--- src/rtl/int_controller.sv ---
// Three-line interrupt controller: sync, edge/level pending, mask + fixed priority, ack/EOI handshake.
// Optional ack watchdog enabled by defining INTC_TIMEOUT_EN.
module int_controller #(
  parameter int SYNC_STAGES    = 2,
  parameter int PRIO_LOW_FIRST = 1,
  parameter int ACK_TIMEOUT    = 16
) (
  input  logic       clk,
  input  logic       reset,
  input  logic [2:0] irq_in,
  input  logic       cfg_we,
  input  logic [7:0] cfg_data,
  input  logic       int_ack,
  input  logic       int_eoi,
  output logic [2:0] int_req,
  output logic [7:0] status
);

  typedef enum logic [1:0] {IDLE, REQ, SERVICE} stateT;

  localparam logic [7:0] TO_LAST = 8'(ACK_TIMEOUT - 1);

  stateT      state, stateNext;
  logic [2:0] syncChain [SYNC_STAGES];
  logic [2:0] syncSig, syncD, rise;
  logic [2:0] maskReg, modeReg;
  logic       globalEn;
  logic [2:0] pending, eligible, winner;
  logic [2:0] cur, curNext, intReqNext;
  logic [2:0] inService, inServiceNext, clrPend;
  logic       timeoutHit, toExpire, timeoutFlag;

  assign syncSig  = syncChain[SYNC_STAGES-1];
  assign rise     = syncSig & ~syncD;
  assign eligible = pending & maskReg & {3{globalEn}};

  always_ff @(posedge clk or negedge reset) begin
    if (!reset) begin
      for (int i = 0; i < SYNC_STAGES; i++) syncChain[i] <= '0;
      syncD <= '0;
    end else begin
      syncChain[0] <= irq_in;
      for (int i = 1; i < SYNC_STAGES; i++) syncChain[i] <= syncChain[i-1];
      syncD <= syncSig;
    end
  end

  always_ff @(posedge clk or negedge reset) begin
    if (!reset) begin
      maskReg  <= '0;
      modeReg  <= '0;
      globalEn <= 1'b0;
    end else if (cfg_we) begin
      maskReg  <= cfg_data[2:0];
      modeReg  <= cfg_data[5:3];
      globalEn <= cfg_data[7];
    end
  end

  // Edge lines latch (a new edge beats a same-cycle clear); level lines track the synced input.
  always_ff @(posedge clk or negedge reset) begin
    if (!reset) pending <= '0;
    else        pending <= (modeReg & ((pending & ~clrPend) | rise)) | (~modeReg & syncSig);
  end

  always_comb begin
    winner = '0;
    if (PRIO_LOW_FIRST != 0) begin
      if (eligible[0])      winner = 3'b001;
      else if (eligible[1]) winner = 3'b010;
      else if (eligible[2]) winner = 3'b100;
    end else begin
      if (eligible[2])      winner = 3'b100;
      else if (eligible[1]) winner = 3'b010;
      else if (eligible[0]) winner = 3'b001;
    end
  end

  always_ff @(posedge clk or negedge reset) begin
    if (!reset) begin
      state     <= IDLE;
      cur       <= '0;
      int_req   <= '0;
      inService <= '0;
    end else begin
      state     <= stateNext;
      cur       <= curNext;
      int_req   <= intReqNext;
      inService <= inServiceNext;
    end
  end

  always_comb begin
    stateNext     = state;
    curNext       = cur;
    intReqNext    = int_req;
    inServiceNext = inService;
    clrPend       = '0;
    timeoutHit    = 1'b0;
    case (state)
      IDLE: begin
        if (|eligible) begin
          stateNext  = REQ;
          curNext    = winner;
          intReqNext = winner;
        end
      end
      REQ: begin
        if (int_ack) begin
          stateNext     = SERVICE;
          intReqNext    = '0;
          inServiceNext = cur;
          clrPend       = cur;
        end else if (!(|(cur & eligible))) begin
          stateNext  = IDLE;
          intReqNext = '0;
        end else if (toExpire) begin
          stateNext  = IDLE;
          intReqNext = '0;
          clrPend    = cur;
          timeoutHit = 1'b1;
        end
      end
      SERVICE: begin
        if (int_eoi) begin
          stateNext     = IDLE;
          inServiceNext = '0;
        end
      end
      default: begin
        stateNext  = IDLE;
        intReqNext = '0;
      end
    endcase
  end

`ifdef INTC_TIMEOUT_EN
  logic [7:0] toCount;

  assign toExpire = (toCount == TO_LAST);

  always_ff @(posedge clk or negedge reset) begin
    if (!reset)            toCount <= '0;
    else if (state == REQ) toCount <= toCount + 8'd1;
    else                   toCount <= '0;
  end

  always_ff @(posedge clk or negedge reset) begin
    if (!reset)                      timeoutFlag <= 1'b0;
    else if (timeoutHit)             timeoutFlag <= 1'b1;
    else if (cfg_we && cfg_data[6])  timeoutFlag <= 1'b0;
  end
`else
  logic [8:0] unusedCfg;

  assign unusedCfg   = {cfg_data[6], TO_LAST};
  assign toExpire    = 1'b0;
  assign timeoutFlag = 1'b0;
`endif

  assign status = {timeoutFlag, (state != IDLE), inService, pending};

endmodule

--- config.mk ---
export PLATFORM = sky130hd
export DESIGN_NAME = int_controller
export DESIGN_NICKNAME = d
export VERILOG_FILES = /design/src/rtl/int_controller.sv
export SDC_FILE = /design/constraint.sdc
export NUM_CORES = 1
export LEC_CHECK = 0
export ABC_AREA = 0
export CORE_ASPECT_RATIO = 1.5
export CORE_MARGIN = 5
export CORE_UTILIZATION = 31
export CTS_CLUSTER_DIAMETER = 200
export CTS_CLUSTER_SIZE = 28
export DETAILED_ROUTE_END_ITERATION = 8
export GPL_TIMING_DRIVEN = 0
export PLACE_DENSITY = 0.49
export SLEW_MARGIN = 25
export SYNTH_ARGS = -nofsm -noshare
export SYNTH_HDL_FRONTEND = slang
export SYNTH_SLANG_ARGS = --single-unit
--- constraint.sdc ---
create_clock -name clk -period 1.5 [get_ports clk]
set_input_delay 0.225 -clock clk [delete_from_list [all_inputs] [get_ports clk]]
set_output_delay 0.225 -clock clk [all_outputs]
set_load 0.05 [all_outputs]
==> results_dict.tcl, run 1 <==
set metrics [dict create \
    start_util_pct 32.02 \
    dieArea_um2 5452 \
    ant_nets 0 \
    grt_pass1_vias 924 \
    muxShareOfSynthArea_pct 6.275 \
    hold_ws_ns 0.3307 \
    yosysUniqueCellTypes 36 \
    clk_pin_slew_ns 0.07 \
    cts_buffers 5 \
    swShare_pct 37.99 \
    synth_fa_ha_area_share_pct 0 \
    grt_max_degree 31 \
    htreeDepth 2 \
    synth.yosys.seq_area_share_pct 59.76 \
    crit_path_top_delay_cell "dfrtp_2" \
    cp.required_ns 1.27 \
    final_util_pct 41.65 \
    rsz0062_at_grt "true" \
    vdd_drop_max_uv 670.1 \
    portBuffers 23 \
    synth_area_leaders "dfrtp_1 (60%), mux2_2 (6.3%), a32o_1 (2.4%)" \
    critPathLaunchType "register" \
    clock_sinks 30 \
    syn-num-nets 119 \
    grt_overflow_total 0 \
    syn_area_um2 1256 \
    wl_mm 2.653 \
    worstPathMaxFanout 8 \
    crit_chain "nor2_4 -> inv_2 -> buf_2" \
    drt-pass1-iter-count 6 \
    cp-end-kind "output pin" \
    fin_crit_sh_pct 94.89 \
    routedWlPerCell_um 14.74 \
    drc_errors 0 \
    diodes 0 \
    power_mw 2.628 \
    vias 938 \
    finalWeightedCongestion 0.7458 \
    power_switching_mw 0.9984 \
    synth_largest_area_cell "dfrtp_1" \
    status "completed" \
    finalClockSkew_ns 0.006381 \
    maxCapViolations 0 \
    synthXorXnorAreaFrac_pct 0 \
    viasPerCell 5.211 \
    synth_top_family_by_area "compound AO/OA/AOI/OAI gates" \
    fin_setup_tns_ns 0 \
    area_growth_pct 30.08 \
    synth_top_area_share_pct 59.76 \
    design.core.area_um2 3924 \
    rows 28 \
    root_buffer "clkbuf_8" \
    intPower_mw 1.630 \
    setup_viol 0 \
    die_x_um 61.98 \
    grt_pass1_wl_mm 4.540 \
    cts_tree "built" \
    clock_latency_ns 0.28 \
    drive_above_1_share_pct 22.96 \
    cts_setup_buffers 0 \
    synthTopCellsByCount "dfrtp_1 (30), nand2_1 (8), mux2_2 (7), a21oi_1 (4), nand3_1 (4)" \
    pin_count 27 \
    slew_viol_final 0 \
    synth_edf_count 0 \
    cts_buffer_depth 2 \
    yosysWarningCount 0 \
    async_reset_ff_share_pct 100.0 \
    maxClockFrequency_mhz 702.6 \
    fin_crit_ns 1.423 \
    fill_cells 393 \
    max_stage_delay_ns 0.47 \
    syn-mean-instance-area_um2 12.20 \
    worstPathArrival_ns 1.20 \
    p_clk_share_pct 25.6 \
    pwr-share-seq_pct 42.8 \
    dp_hpwl_mm 2.006 \
    relSlewSlack_pct 55.81 \
    track_usage_pct 11.70 \
    critPathKind "register to output pin" \
    nets 150 \
    postSynthCellCount 103 \
    yosysMostFrequentCell "dfrtp_1" \
    synth-seq-cells 30 \
    holdCritPathClass "input pin to register" \
    comb_power_share_pct 31.6 \
    synth-simple-area-share_pct 14.84 \
    hold_viol 0 \
    dieHeight_um 87.97 \
    synth-main-ff-cell "dfrtp_1" \
    synth_compound_area_share_pct 15.94 \
    drt_iter0_drc 47 \
    cellPowerDensity_nw_per_um2 1608 \
    tightest_slew_ns 0.6628 \
    antenna_found_initial 0 \
    leakage_nw 0.7296 \
]
==> kinds of logic after synthesis <==
logic type	Yosys count
buf+inv	7
mux	7
compound gates	27
simple gates	31
flops	30
other cells	1
==> power by group through the flow <==
| stage | Sequential (mW) | Combinational [mW] | Clock (mW) |
|---|---|---|---|
| after global routing | 1.15 | 0.905 | 0.732 |
| after floorplan | 1.33 | 0.372 | 0 |
| final | 1.13 | 0.830 | 0.673 |
| after CTS | 1.13 | 0.852 | 0.701 |
| after detailed placement | 1.14 | 0.893 | 0 |
| after global placement | 1.13 | 0.888 | 0 |
==> layout by cell type, fill, tap and decap left out, drive strengths merged, types with 2 or more instances in the layout <==
cell	count
a31oi	2
a21oi	4
o211ai	2
nor2	4
dlygate4sd2	6
nand3	4
and2b	3
and4	3
buf	6
clkdlybuf4s50	12
o311ai	2
clkdlybuf4s15	2
o22ai	3
a32o	3
nand2	8
o21ai	5
inv	3
nand3b	2
mux2	7
dfrtp	30
clkbuf	7
nand2b	2
==> through the flow <==
| stage | instance area (um2) | instances | setup slack [ns] |
|---|---|---|---|
| 6_report | 1634 | 180 | 0.07669 |
| 5_1_grt | 1634 | 180 | -0.007925 |
| 4_1_cts | 1645 | 180 | -0.06717 |
| 3_5_place_dp | 1538 | 171 | -0.2247 |
| 3_3_place_gp | 1543 | 171 | -0.2813 |
| 2_1_floorplan | 1256 | 103 | 0.1080 |
==> per-layer routing <==
layer / global-route usage (%) / up-vias / share of wire, %
met5: 0 / - / 0
met4: 5.792 / 0 / 2.4
met3: 4.277 / 6 / 7.2
met2: 18.11 / 29 / 52
met1: 13.97 / 461 / 38
li1: - / 442 / -
==> worst max-delay path, delay by kind of cell, from the launching register on <==
family / cells / cell delay [ns]
buffers and inverters: 2 / 0.29
flip-flops: 1 / 0.47
AND/OR/NAND/NOR: 1 / 0.15
==> timing repair <==
item,4_1_cts,5_1_grt
setup endpoints to repair,10,2
pin swaps,0,0
hold endpoints to repair,8,0
hold buffers,1,0
gates resized for setup,19,3
==> final cells by class <==
class	instances	area [um2]	area share (%)
plain buffers	4	25.02	1.531
clock inverters	2	12.51	0.7657
clock buffers	6	82.58	5.054
flip-flops and latches	30	752.0	46.02
multi-input cells	66	474.2	29.02
well taps	45	56.30	3.446
inverters	3	11.26	0.6891
repair buffers	24	220.2	13.48
==> registers in the layout, summed over array words and instances (netlist names) <==
register and flops:
cur 3, globalEn 1, inService 3, int_req 3
maskReg 3, modeReg 3, pending 3, state 2
syncChain 3, syncD 3, syncSig 3
==> final timing paths <==
kind / from / endpoint / slack [ns] / cells after the start
setup / recovery: state[1] / status[6] / 0.08 / 3
hold / removal: cfg_we / modeReg[2] / 0.33 / 2
setup reg to reg: pending[1] / int_req[0] / 0.19 / 3
hold reg to reg: syncChain[5] / syncSig[2] / 0.35 / 0
max in group asynchronous: reset / state[1] / 0.54 / 2
min in group asynchronous: reset / inService[0] / 0.50 / 2
No activity file was read; power rests on OpenSTA's default activity.
==> run 2: changes to the inputs <==
GPL_TIMING_DRIVEN = default   (was 0)
PLACE_DENSITY = 0.62   (was 0.49)
==> run 2 against run 1 <==
Die area unchanged; final cell count decreased by 1.1%; design area increased by 6.5%; critical path type unchanged; critical endpoint unchanged; highest routed layer unchanged.
==> results_dict.tcl, run 2 (synthesis gave the netlist of run 1 again) <==
set metrics [dict create \
    nets 148 \
    cts_tree "built" \
    fin_crit_sh_pct 94.30 \
    crit_chain "nor2_4 -> inv_2 -> buf_12" \
    postLayoutSetupSlackWorst_ns 0.08554 \
    holdCritPathClass "input pin to asynchronous set/reset pin" \
    leakage_nw 0.7481 \
    instances_no_fill 178 \
    viasPerCell 5.320 \
    dp.cells 170 \
    routedWlPerCell_um 15.02 \
    reg2reg_depth 3 \
    wl_mm 2.674 \
    r2r_start "pending[1]" \
    die_x_um 61.98 \
    antenna_found_initial 0 \
    layout_commonest_cell "dfrtp_1" \
    cp.required_ns 1.27 \
    cts_buffers 5 \
    drt_iter0_drc 35 \
    rows 28 \
    hold_viol 0 \
    hold_ws_ns 0.3330 \
    portBuffers 24 \
    fin_setup_tns_ns 0 \
    crit_path_top_delay_cell "dfrtp_1" \
    drive_above_1_share_pct 24.81 \
    final_util_pct 44.36 \
    root_buffer "clkbuf_8" \
    critPathLaunchType "register" \
    grt_pass1_vias 1049 \
    pre_cts_ws_ns 0.009821 \
    vdd_drop_max_uv 925.5 \
    design_area_um2 1740 \
    dp_hpwl_mm 2.068 \
    power_mw 2.883 \
    design.core.area_um2 3924 \
    diodes 0 \
    slew_viol_final 0 \
    grt_overflow_total 0 \
    critPathKind "register to output pin" \
    dpl-instance-area_um2 1643 \
    htreeDepth 2 \
    clock_latency_ns 0.28 \
    clk_pin_slew_ns 0.06 \
    grt_pass1_wl_mm 4.636 \
    track_usage_pct 11.54 \
    pin_count 27 \
    maxClockFrequency_mhz 707.0 \
    finalClockSkew_ns 0.004624 \
    cp-end-kind "output pin" \
    mostFrequentLayoutCells "dfrtp_1 (29), clkdlybuf4s50_1 (14), buf_12 (10), nand2_1 (8), mux2_2 (7)" \
    setup_viol 0 \
    grt_max_degree 31 \
    cts_setup_buffers 0 \
    finalWeightedCongestion 0.8236 \
    worstPathArrival_ns 1.19 \
    drc_errors 0 \
    drt-pass1-iter-count 4 \
    r2r_setup_slack_ns 0.10 \
    rsz0062_at_grt "false" \
    max_stage_delay_ns 0.48 \
    area_growth_pct 38.55 \
    vias 947 \
    r2r_end "int_req[0]" \
    maxCapViolations 0 \
    clock_sinks 30 \
    start_util_pct 32.02 \
    ant_nets 0 \
    dieHeight_um 87.97 \
    status "completed" \
    fin_crit_ns 1.414 \
    worstPathMaxFanout 8 \
    dieArea_um2 5452 \
    cellPowerDensity_nw_per_um2 1657 \
    cts_buffer_depth 2 \
]
==> run 2: changes by cell type in the layout (fill, tap and decap cells not counted), moves of 2 or more <==
cell             previous run  this run
buf_12                      0        10
dlygate4sd2_1               6         0
clkdlybuf4s50_1            12        14
clkdlybuf4s15_2             2         0
buf_2                       4         0
==> run 2: worst max path at each step <==
stage                     from         end  slack [ns]  cells past startpoint
finish                state[1]   status[6]        0.09                      3
global route        pending[1]  int_req[0]       0.004                      3
CTS                   state[0]   status[6]        0.04                      3
detailed placement     int_ack  pending[0]        0.01                      4
global placement       int_ack  pending[0]        0.02                      4
floorplan           pending[2]  int_req[0]        0.11                      3
==> run 2: timing repair <==
action	in CTS	in global routing
gates resized for setup	1	1
hold endpoints to repair	0	0
pin swaps	0	0
hold buffers	0	0
setup endpoints to repair	1	1
==> run 2: routing by layer <==
layer,vias to the layer above,track usage [%],wire [um]
li1,436,-,-
met1,460,12.06,929
met2,43,19.81,1482
met3,8,3.540,181
met4,0,6.178,80
met5,-,0,0
==> run 2: critical path, delay by kind of cell, from the launching register on <==
family	cells	cell delay (ns)
simple gates	1	0.17
buf+inv	2	0.26
flops	1	0.48
==> run 2: power by group <==
part / total (mW) / internal, mW / switching, mW / leakage, nW
sequential: 1.18 / 0.963 / 0.221 / 0.364
combinational: 1.05 / 0.520 / 0.532 / 0.336
clock: 0.647 / 0.369 / 0.278 / 0.0482
total: 2.88 / 1.85 / 1.03 / 0.748
==> run 2: cell type report <==
type / instances / area [um2]
multi-input combinational: 66 / 474.2
timing repair buffer: 26 / 355.3
tap: 45 / 56.30
fill: 384 / 2183
inverter: 3 / 11.26
clock inverter: 1 / 5.005
sequential: 30 / 752.0
clock buffer: 7 / 86.33
